==> config.mk <==
export PLATFORM = sky130hd
export DESIGN_NAME = jstk_spi_responder
export DESIGN_NICKNAME = d
export VERILOG_FILES = /design/src/rtl/jstk_pkg.sv /design/src/rtl/spi_sync_edge.sv /design/src/rtl/jstk_spi_responder.sv
export SDC_FILE = /design/constraint.sdc
export NUM_CORES = 1
export LEC_CHECK = 0
export CORE_MARGIN = 2
export CORE_UTILIZATION = 50
export DETAILED_ROUTE_END_ITERATION = 6
export HOLD_SLACK_MARGIN = 0.1
export PLACE_DENSITY = 0.79
export SYNTH_ARGS = -nofsm -noshare
export SYNTH_HDL_FRONTEND = slang
export SYNTH_SLANG_ARGS = --single-unit
==> constraint.sdc <==
create_clock -name clk -period 2.3 [get_ports clk]
set_clock_uncertainty 0.05 [all_clocks]
set_input_delay 0.46 -clock clk [delete_from_list [all_inputs] [get_ports clk]]
set_output_delay 0.46 -clock clk [all_outputs]
set_load 0.1 [all_outputs]
==> src/rtl/jstk_pkg.sv <==
// Shared types and frame layout for the joystick SPI responder.
// The frame carries Y, X and buttons as five bytes, first byte on the wire in bits [39:32].
package jstk_pkg;

    typedef enum logic [1:0] {
        ST_IDLE  = 2'd0,
        ST_SHIFT = 2'd1,
        ST_HOLD  = 2'd2
    } state_t;

    localparam logic [5:0] CMD_HDR    = 6'b100000;
    localparam int         FRAME_BITS = 40;

    // Byte slots within the frame register, counted from the least significant byte.
    localparam int Y_LO_BYTE = 4;
    localparam int Y_HI_BYTE = 3;
    localparam int X_LO_BYTE = 2;
    localparam int X_HI_BYTE = 1;
    localparam int BTN_BYTE  = 0;

    function automatic logic [FRAME_BITS-1:0] build_frame(
        input logic [9:0] x,
        input logic [9:0] y,
        input logic [2:0] b
    );
        logic [FRAME_BITS-1:0] f;
        f = '0;
        f[Y_LO_BYTE*8 +: 8] = y[7:0];
        f[Y_HI_BYTE*8 +: 8] = {6'b0, y[9:8]};
        f[X_LO_BYTE*8 +: 8] = x[7:0];
        f[X_HI_BYTE*8 +: 8] = {6'b0, x[9:8]};
        f[BTN_BYTE*8  +: 8] = {5'b0, b};
        return f;
    endfunction

endpackage

==> src/rtl/spi_sync_edge.sv <==
// Multi-flop synchroniser with registered rise/fall pulses; edge pulses appear STAGES+1 clk after the input.
// The sync output carries the same delay as the pulses, so data sampled on a pulse is coherent.
module spi_sync_edge #(
    parameter int STAGES = 2
) (
    input  logic clk,
    input  logic rst,
    input  logic din,
    output logic sync,
    output logic rise,
    output logic fall
);

    // chain[STAGES] is the previous synchronised value, used for edge detection.
    logic [STAGES:0] chain;

    always_ff @(posedge clk or posedge rst) begin
        if (rst) begin
            chain <= '0;
            rise  <= 1'b0;
            fall  <= 1'b0;
        end else begin
            chain <= {chain[STAGES-1:0], din};
            rise  <= chain[STAGES-1] & ~chain[STAGES];
            fall  <= ~chain[STAGES-1] & chain[STAGES];
        end
    end

    assign sync = chain[STAGES];

endmodule

==> src/rtl/jstk_spi_responder.sv <==
// SPI mode-0 slave emulating the PmodJSTK: serialises a snapshot of X/Y/buttons on MISO and decodes the LED command.
// MISO updates SYNC_STAGES+2 clk after each SCLK fall; there is no backpressure, the master owns the pace.
module jstk_spi_responder #(
    parameter int         NUM_BYTES   = 5,
    parameter int         SYNC_STAGES = 2,
    parameter logic [5:0] CMD_HDR     = jstk_pkg::CMD_HDR
) (
    input  logic       clk,
    input  logic       rst,
    input  logic       SCLK,
    input  logic       MOSI,
    input  logic       SS,
    output logic       MISO,
    input  logic [9:0] x_pos,
    input  logic [9:0] y_pos,
    input  logic [2:0] btn,
    output logic [1:0] led,
    output logic       frame_done,
    output logic       frame_err,
    output logic       cmd_err
);

    import jstk_pkg::*;

    localparam logic [5:0] LAST_BIT = 6'(NUM_BYTES * 8);

    logic sclk_rise, sclk_fall, sclk_sync_unused;
    logic mosi_s, mosi_rise_unused, mosi_fall_unused;
    logic ss_rise, ss_fall, ss_sync_unused;

    spi_sync_edge #(.STAGES(SYNC_STAGES)) u_sclk (
        .clk(clk), .rst(rst), .din(SCLK),
        .sync(sclk_sync_unused), .rise(sclk_rise), .fall(sclk_fall)
    );

    spi_sync_edge #(.STAGES(SYNC_STAGES)) u_mosi (
        .clk(clk), .rst(rst), .din(MOSI),
        .sync(mosi_s), .rise(mosi_rise_unused), .fall(mosi_fall_unused)
    );

    spi_sync_edge #(.STAGES(SYNC_STAGES)) u_ss (
        .clk(clk), .rst(rst), .din(SS),
        .sync(ss_sync_unused), .rise(ss_rise), .fall(ss_fall)
    );

    state_t                state;
    logic [FRAME_BITS-1:0] tx;
    logic [FRAME_BITS-1:0] frame_now;
    logic [7:0]            rx;
    logic [7:0]            cmd_next;
    logic [5:0]            bit_cnt;
    logic                  overrun;

    assign frame_now = build_frame(x_pos, y_pos, btn);
    assign cmd_next  = {rx[6:0], mosi_s};

    always_ff @(posedge clk or posedge rst) begin
        if (rst) begin
            state      <= ST_IDLE;
            tx         <= '0;
            rx         <= '0;
            bit_cnt    <= '0;
            overrun    <= 1'b0;
            MISO       <= 1'b0;
            led        <= 2'b00;
            frame_done <= 1'b0;
            frame_err  <= 1'b0;
            cmd_err    <= 1'b0;
        end else begin
            frame_done <= 1'b0;
            frame_err  <= 1'b0;
            cmd_err    <= 1'b0;
            case (state)
                ST_IDLE: begin
                    MISO <= 1'b0;
                    if (ss_fall) begin
                        tx      <= frame_now;
                        MISO    <= frame_now[FRAME_BITS-1];
                        rx      <= '0;
                        bit_cnt <= '0;
                        overrun <= 1'b0;
                        state   <= ST_SHIFT;
                    end
                end
                ST_SHIFT: begin
                    // A same-cycle SCLK edge is dropped when SS rises.
                    if (ss_rise) begin
                        frame_err <= 1'b1;
                        MISO      <= 1'b0;
                        state     <= ST_IDLE;
                    end else if (sclk_rise) begin
                        rx      <= cmd_next;
                        bit_cnt <= bit_cnt + 6'd1;
                        if (bit_cnt == 6'd7) begin
                            if (cmd_next[7:2] == CMD_HDR) led <= cmd_next[1:0];
                            else                          cmd_err <= 1'b1;
                        end
                        if (bit_cnt == LAST_BIT - 6'd1) begin
                            MISO  <= 1'b0;
                            state <= ST_HOLD;
                        end
                    end else if (sclk_fall) begin
                        tx   <= {tx[FRAME_BITS-2:0], 1'b0};
                        MISO <= tx[FRAME_BITS-2];
                    end
                end
                ST_HOLD: begin
                    MISO <= 1'b0;
                    if (ss_rise) begin
                        frame_done <= ~overrun;
                        frame_err  <= overrun;
                        state      <= ST_IDLE;
                    end else if (sclk_rise) begin
                        overrun <= 1'b1;
                    end
                end
                default: state <= ST_IDLE;
            endcase
        end
    end

endmodule

==> impl_metrics.tcl, run 1 <==
set metrics [dict create \
    clock-root-buffer "clkbuf_8" \
    min_tclk_post_route_ns 1.95 \
    cts_num_sinks 74 \
    slew_viol_final 0 \
    finalSetupTns_ns 0 \
    outcome "finished clean" \
    areaGrowthSynthToFinish_pct 19.8 \
    initial_core_util_pct 52.3 \
    pin_count_of_the_biggest_net_entering_global_routing 75 \
    finalHoldViolations 0 \
    worst-endpoint-arrival_ns 2.17 \
    setup.worst_path.class "register to register" \
    cts_tree "yes" \
    max-vdd-ir-drop_uv 677 \
    post_cts.resized_instances 0 \
    power.total_w 0.00425 \
    min_delay_path_depth 0 \
    grt_first_pass_wirelength_mm 9.53 \
    fp-row-count 28 \
    via_count 2145 \
    syn_area_sq_mm 0.00313 \
    number_of_synthesized_register_bits 74 \
    use_met3_pct 3.38 \
    cp_max_fo 14 \
    power-per-cell-area_mw_per_mm2 1130 \
    ys_types 39 \
    yosys_most_used_dff "dfrtp_1" \
    port-buffer-count 33 \
    placed_cells_incl_taps 386 \
    number_of_antenna_violations_at_the_first_check_in_global_routing 0 \
    boundaryPins 34 \
    setup_violations 0 \
    layout_common_cells "74 x dfrtp_1, 65 x nand2_1, 27 x o21ai_0, 27 x clkdlybuf4s50_1, 23 x mux2i_1" \
    critical_path.reg2reg.endpoint "bit_cnt[4]$_DFFE_PP0P_" \
    worst_setup_path_start_kind "register" \
    clock_transition_at_the_register_clock_pins_on_the_worst_setup_and_hold_paths_after_cts_ns 0.08 \
    timing.critical_path.required_ns 2.52 \
    finalCoreUtilization_pct 62.6 \
    dieArea_sq_mm 0.00691 \
    async_flop_share_pct 100 \
    globalplace.congestion 0.809 \
    synth.top_cells.by_area "dfrtp_1 59%, nand2_1 7.8%, mux2i_1 7.4%" \
    dieHeight_um 83.1 \
    regToRegSetupSlack_ns 0.35 \
    maxClockFrequency_mhz 512 \
    setup_slack_ns 0.346 \
    ys_seq_area_share_pct 59.2 \
    postRouteWirelength_mm 5.53 \
    cts_max_path_buffers 2 \
    routed_wire_length_per_instance_um 13.7 \
    setup.worst_path.start "state[1]$_DFFE_PP0P_" \
    slew_headroom_pct 51.1 \
    htree_levels 3 \
    power.static_leakage_nw 1.82 \
    timing.final.crit_share_pct 85.0 \
    r2r-start "state[1]$_DFFE_PP0P_" \
    drive_gt1_share_pct 11.6 \
    drc 0 \
    average_cell_area_after_synthesis_sq_um 10.8 \
    min-delay-start "u_mosi.chain[1]$_DFF_PP0_" \
    globalRouteMet2Util_pct 27.1 \
    design.final.nets 355 \
    cts_buffers 9 \
    horizontal_extent_of_the_die_um 83.1 \
    drc_marker_count_from_the_first_detailed_route_iteration 140 \
    final-instance-count-excl-fill 402 \
    insertedDiodeCount 0 \
    hold_worst_path_end "u_mosi.chain[2]$_DFF_PP0_" \
    postSynthNetCount 322 \
    synth-edff-count 0 \
    post_cts.repair.setup_buffers 0 \
    drv_cap 0 \
    core_region_area_sq_mm 0.00599 \
    pre_cts_slack_ns 0.343 \
    gr-total-overflow 0 \
    synth_top_area_share_pct 59.2 \
    post_synth_inst_count 289 \
    synth_warnings 0 \
    synth_largest_area_cell "dfrtp_1" \
    max_slew.worst_pin.slew_ns 0.733 \
    via_density_per_instance 5.34 \
    grt_use_total_pct 16.8 \
    final_common_cell "dfrtp_1" \
    worstSkewPairLatency_ns 0.34 \
    holdBufCountCts 0 \
    r2r_cells 6 \
    holdCritPathClass "register to register" \
    global_route.peak_usage_layer "met2" \
    detailedPlacementHpwl_mm 3.63 \
    drt_pass1_iterations 4 \
    first_global_vias 2074 \
    setup_repair_after_global_routing_missed_its_margin "false" \
    cp_capture_type "register" \
    final_antenna_net_count 0 \
    use_met1_pct 22.5 \
]
-- sequential cells by signal (all words and copies together), names as in the netlist --
register,count
u_mosi.chain,3
u_ss.chain,3
u_ss.fall,1
MISO,1
frame_err,1
u_ss.rise,1
led,2
u_sclk.chain,3
state,2
frame_done,1
overrun,1
rx,7
bit_cnt,6
u_sclk.rise,1
tx,39
u_sclk.fall,1
cmd_err,1
-- per-layer routing --
layer,vias to the layer above,routed length [um]
met4,0,45
met2,31,2700
met5,-,0
li1,1053,-
met1,1055,2630
met3,6,149
-- worst max path at each step --
stage / slack (ns) / depth (start not counted) / end
finish: 0.35 / 6 / bit_cnt[4]$_DFFE_PP0P_
global route: 0.13 / 6 / bit_cnt[4]$_DFFE_PP0P_
CTS: 0.33 / 6 / bit_cnt[5]$_DFFE_PP0P_
detailed placement: 0.34 / 6 / bit_cnt[5]$_DFFE_PP0P_
global placement: 0.45 / 6 / tx[27]$_DFFE_PP0P_
floorplan: 0.53 / 6 / tx[1]$_DFFE_PP0P_
-- Yosys cell counts (2+ instances only) --
cell type and count:
a22o_2 2, nand2_1 65, nor2_1 5, and2_1 2, inv_1 5, o21ai_0 27, dfrtp_1 74, a22o_1 5
o221ai_1 2, a21o_1 2, mux2i_1 23, nand3_1 20, mux2_2 5, nor2b_1 5, a21oi_1 4, nand3b_1 2
buf_4 2, clkbuf_1 9, buf_2 4, ha_1 5, nand2b_1 3
-- final cells by class --
cell class              count  area, sq um
fillers                   492         2240
flip-flops and latches     74         1850
clock inverters             6         91.3
inverters                   5         22.5
clock buffers              10          128
multi-input cells         195         1190
repair buffers             37          370
well taps                  75         93.8
-- where the power goes --
group | internal, W | switching, W
logic | 0.000515 | 0.000767
registers | 0.00165 | 0.000215
clock network | 0.000613 | 0.000487
-- worst max-delay path: stages (launching register included) --
cell and delay, ns:
dfrtp_1 0.41, inv_1 0.11, ha_1 0.26, mux2i_1 0.38, a21o_1 0.38, o21ai_0 0.16, a21oi_1 0.14
-- through the flow --
step / hold slack (ns) / instance area [sq um]
6_report: 0.302 / 3750
5_1_grt: 0.309 / 3750
4_1_cts: 0.305 / 3750
3_5_place_dp: 0.286 / 3530
3_3_place_gp: 0.284 / 3530
2_1_floorplan: 0.281 / 3130
-- kinds of logic (layout without fill, tap and decap cells) --
group                    Yosys count  after routing  synth area share [%]
adder cells (fa/ha/maj)            5              5                  2.00
AO/OA/AOI/OAI                     48             48                  9.67
AND/OR/NAND/NOR                  113            113                  16.9
multiplexers                      28             28                  9.15
XOR/XNOR                           1              1                 0.280
buffers and inverters             20             58                  2.80
flip-flops                        74             74                  59.2
No activity file was read; power rests on OpenSTA's default activity.
==> run 2, diff against run 1 <==
Clock period 2.3 ns to 1.6 ns, I/O delays scaled along.
==> run 2 against run 1 <==
Compared with the run above: the run now ends with negative setup slack left; final cell count is 14% higher; clock-buffer cell count increased by 1; hold slack about the same; sequential power up 50%; combinational power grew to 3.5 times the previous value; register-to-register slack got worse by 0.59 ns; die area unchanged; non-clock buffer count is 57 higher; first-iteration DRC count rose by 21%; critical path depth is 3 higher; cell area increased by 30%; largest power group is now combinational cells; highest routed layer unchanged.
==> impl_metrics.tcl, run 2 (synthesized netlist as in run 1, its figures left out) <==
set metrics [dict create \
    outcome "finished, violations left" \
    violations "negative setup slack" \
    max-vdd-ir-drop_uv 1200 \
    core_region_area_sq_mm 0.00599 \
    placed_cells_incl_taps 408 \
    clock-root-buffer "clkbuf_8" \
    cp_capture_type "register" \
    critPathSlowestCell "dfrtp_1" \
    insertedDiodeCount 0 \
    power-per-cell-area_mw_per_mm2 1810 \
    drive_gt1_share_pct 44.5 \
    final_antenna_net_count 0 \
    fp-row-count 28 \
    worst-endpoint-arrival_ns 2.10 \
    detailedPlacementHpwl_mm 3.92 \
    areaGrowthSynthToFinish_pct 55.7 \
    boundaryPins 34 \
    seqCellArea_sq_mm 0.00185 \
    grt_use_total_pct 23.8 \
    cts_buffers 9 \
    design.final.nets 412 \
    worstSkewPairLatency_ns 0.36 \
    regMostFlops "tx" \
    slowest_delay_ns 0.41 \
    setup_repair_after_global_routing_missed_its_margin "true" \
    worst_setup_path_start_kind "register" \
    final-instance-count-excl-fill 459 \
    gr-total-overflow 0 \
    holdBufCountCts 0 \
    drc 0 \
    timing.final.crit_share_pct 115 \
    largest_registers_ranked_by_flip_flop_count "tx x39, rx x7, bit_cnt x6" \
    setup.worst_path.class "register to register" \
    power.static_leakage_nw 2.28 \
    cts_tree "yes" \
    setup_slack_ns -0.245 \
    cts_max_path_buffers 2 \
    pin_count_of_the_biggest_net_entering_global_routing 75 \
    slew_headroom_pct 73.5 \
    initial_core_util_pct 52.3 \
    globalplace.congestion 0.880 \
    min_tclk_post_route_ns 1.84 \
    cts_num_sinks 74 \
    via_density_per_instance 5.78 \
    htree_levels 3 \
    finalSetupTns_ns -8.99 \
    postRouteWirelength_mm 9.49 \
    dieHeight_um 83.1 \
    port-buffer-count 33 \
    max_slew.worst_pin.slew_ns 0.397 \
    dieArea_sq_mm 0.00691 \
    holdCritPathClass "register to register" \
    routed_wire_length_per_instance_um 20.7 \
    drv_cap 0 \
    slew_viol_final 0 \
    largest_register_ff_count 39 \
    critical_path.cell_chain "inv_2, buf_12, ha_4, mux2i_4, buf_6, a21oi_4, clkbuf_16, nand3_2, nand2_1" \
    final_common_cell "dfrtp_1" \
    first_global_vias 2667 \
    setup_violations 57 \
    via_count 2651 \
    maxClockFrequency_mhz 542 \
    horizontal_extent_of_the_die_um 83.1 \
    fillers 310 \
    cp_max_fo 6 \
    clock_transition_at_the_register_clock_pins_on_the_worst_setup_and_hold_paths_after_cts_ns 0.08 \
    number_of_antenna_violations_at_the_first_check_in_global_routing 0 \
    multiInputGateArea_sq_mm 0.00159 \
    grt_first_pass_wirelength_mm 12.9 \
    finalHoldViolations 0 \
    drt_pass1_iterations 4 \
    layout_common_cells "73 x dfrtp_1, 48 x nand2_1, 33 x buf_4, 27 x clkdlybuf4s50_1, 20 x o21ai_2" \
    timing.critical_path.required_ns 1.85 \
    drc_marker_count_from_the_first_detailed_route_iteration 169 \
]
run 2: cell types whose count changed in the layout (fill, tap and decap cells not counted), moves of 4 or more:
cell     change
nand3_2     +15
buf_6       +12
buf_12      +11
nand2_2     +15
buf_16       +4
o21ai_1      +6
mux2i_1      -4
buf_4       +25
o21ai_0     -26
o21ai_2     +20
nand2_1     -17
nand3_1     -17
run 2: final timing paths:
check	depth (start not counted)	startpoint	slack, ns	to
worst max-delay path	9	state[1]$_DFFE_PP0P_	-0.24	tx[5]$_DFFE_PP0P_
worst min-delay path	0	u_mosi.chain[1]$_DFF_PP0_	0.30	u_mosi.chain[2]$_DFF_PP0_
worst max register to register	9	state[1]$_DFFE_PP0P_	-0.24	tx[5]$_DFFE_PP0P_
worst min register to register	0	u_mosi.chain[1]$_DFF_PP0_	0.30	u_mosi.chain[2]$_DFF_PP0_
max in group asynchronous	3	rst	0.82	tx[32]$_DFFE_PP0P_
min in group asynchronous	3	rst	0.35	u_sclk.chain[0]$_DFF_PP0_
run 2: layer usage:
| metal | GRT usage [%] | vias up | part of all wire (%) |
|---|---|---|---|
| li1 | - | 1176 | - |
| met1 | 27.5 | 1361 | 39 |
| met2 | 41.4 | 82 | 53 |
| met3 | 4.27 | 32 | 3.7 |
| met4 | 13.9 | 0 | 4.0 |
| met5 | 0 | - | 0 |
run 2: where the power goes:
| part | total, W | internal, W | leakage (nW) | switching [W] |
|---|---|---|---|---|
| Combinational | 0.00454 | 0.00231 | 1.21 | 0.00223 |
| Sequential | 0.00279 | 0.00238 | 0.967 | 0.000415 |
| Clock | 0.00150 | 0.000759 | 0.103 | 0.000744 |
| Total | 0.00883 | 0.00544 | 2.28 | 0.00339 |
run 2: timing repair:
action	4_1_cts	5_1_grt
setup endpoints to repair	57	56
pin swaps	21	63
resized for setup	58	89
endpoints found under the hold margin	0	0
cloned	7	3
buffers inserted	12	19
run 2: final cells by class:
class | instances | area share (%)
multi-input cells | 195 | 32.6
clock inverters | 5 | 1.10
well taps | 75 | 1.93
repair buffers | 94 | 23.0
flip-flops and latches | 74 | 38.0
clock buffers | 11 | 2.90
inverters | 5 | 0.462
run 2: stage by stage:
stage	util [%]	hold slack [ns]	setup slack (ns)	total power (W)	cell area (sq um)
2_1_floorplan	-	0.281	-0.0418	0.00421	3170
3_3_place_gp	63.1	0.282	-0.218	0.00474	3780
3_5_place_dp	63.1	0.287	-0.279	0.00485	3780
4_1_cts	74.2	0.304	-0.148	0.00755	4440
5_1_grt	81.3	0.308	-0.275	0.00921	4870
6_report	81.3	0.302	-0.245	0.00883	4870
run 2: worst max-delay path, delay by kind of cell (launching register included):
kind / cells / cell delay, ns
AO/OA/AOI/OAI: 1 / 0.27
adder cells (fa/ha/maj): 1 / 0.19
buffers and inverters: 4 / 0.59
flip-flops: 1 / 0.41
multiplexers: 1 / 0.11
AND/OR/NAND/NOR: 2 / 0.15
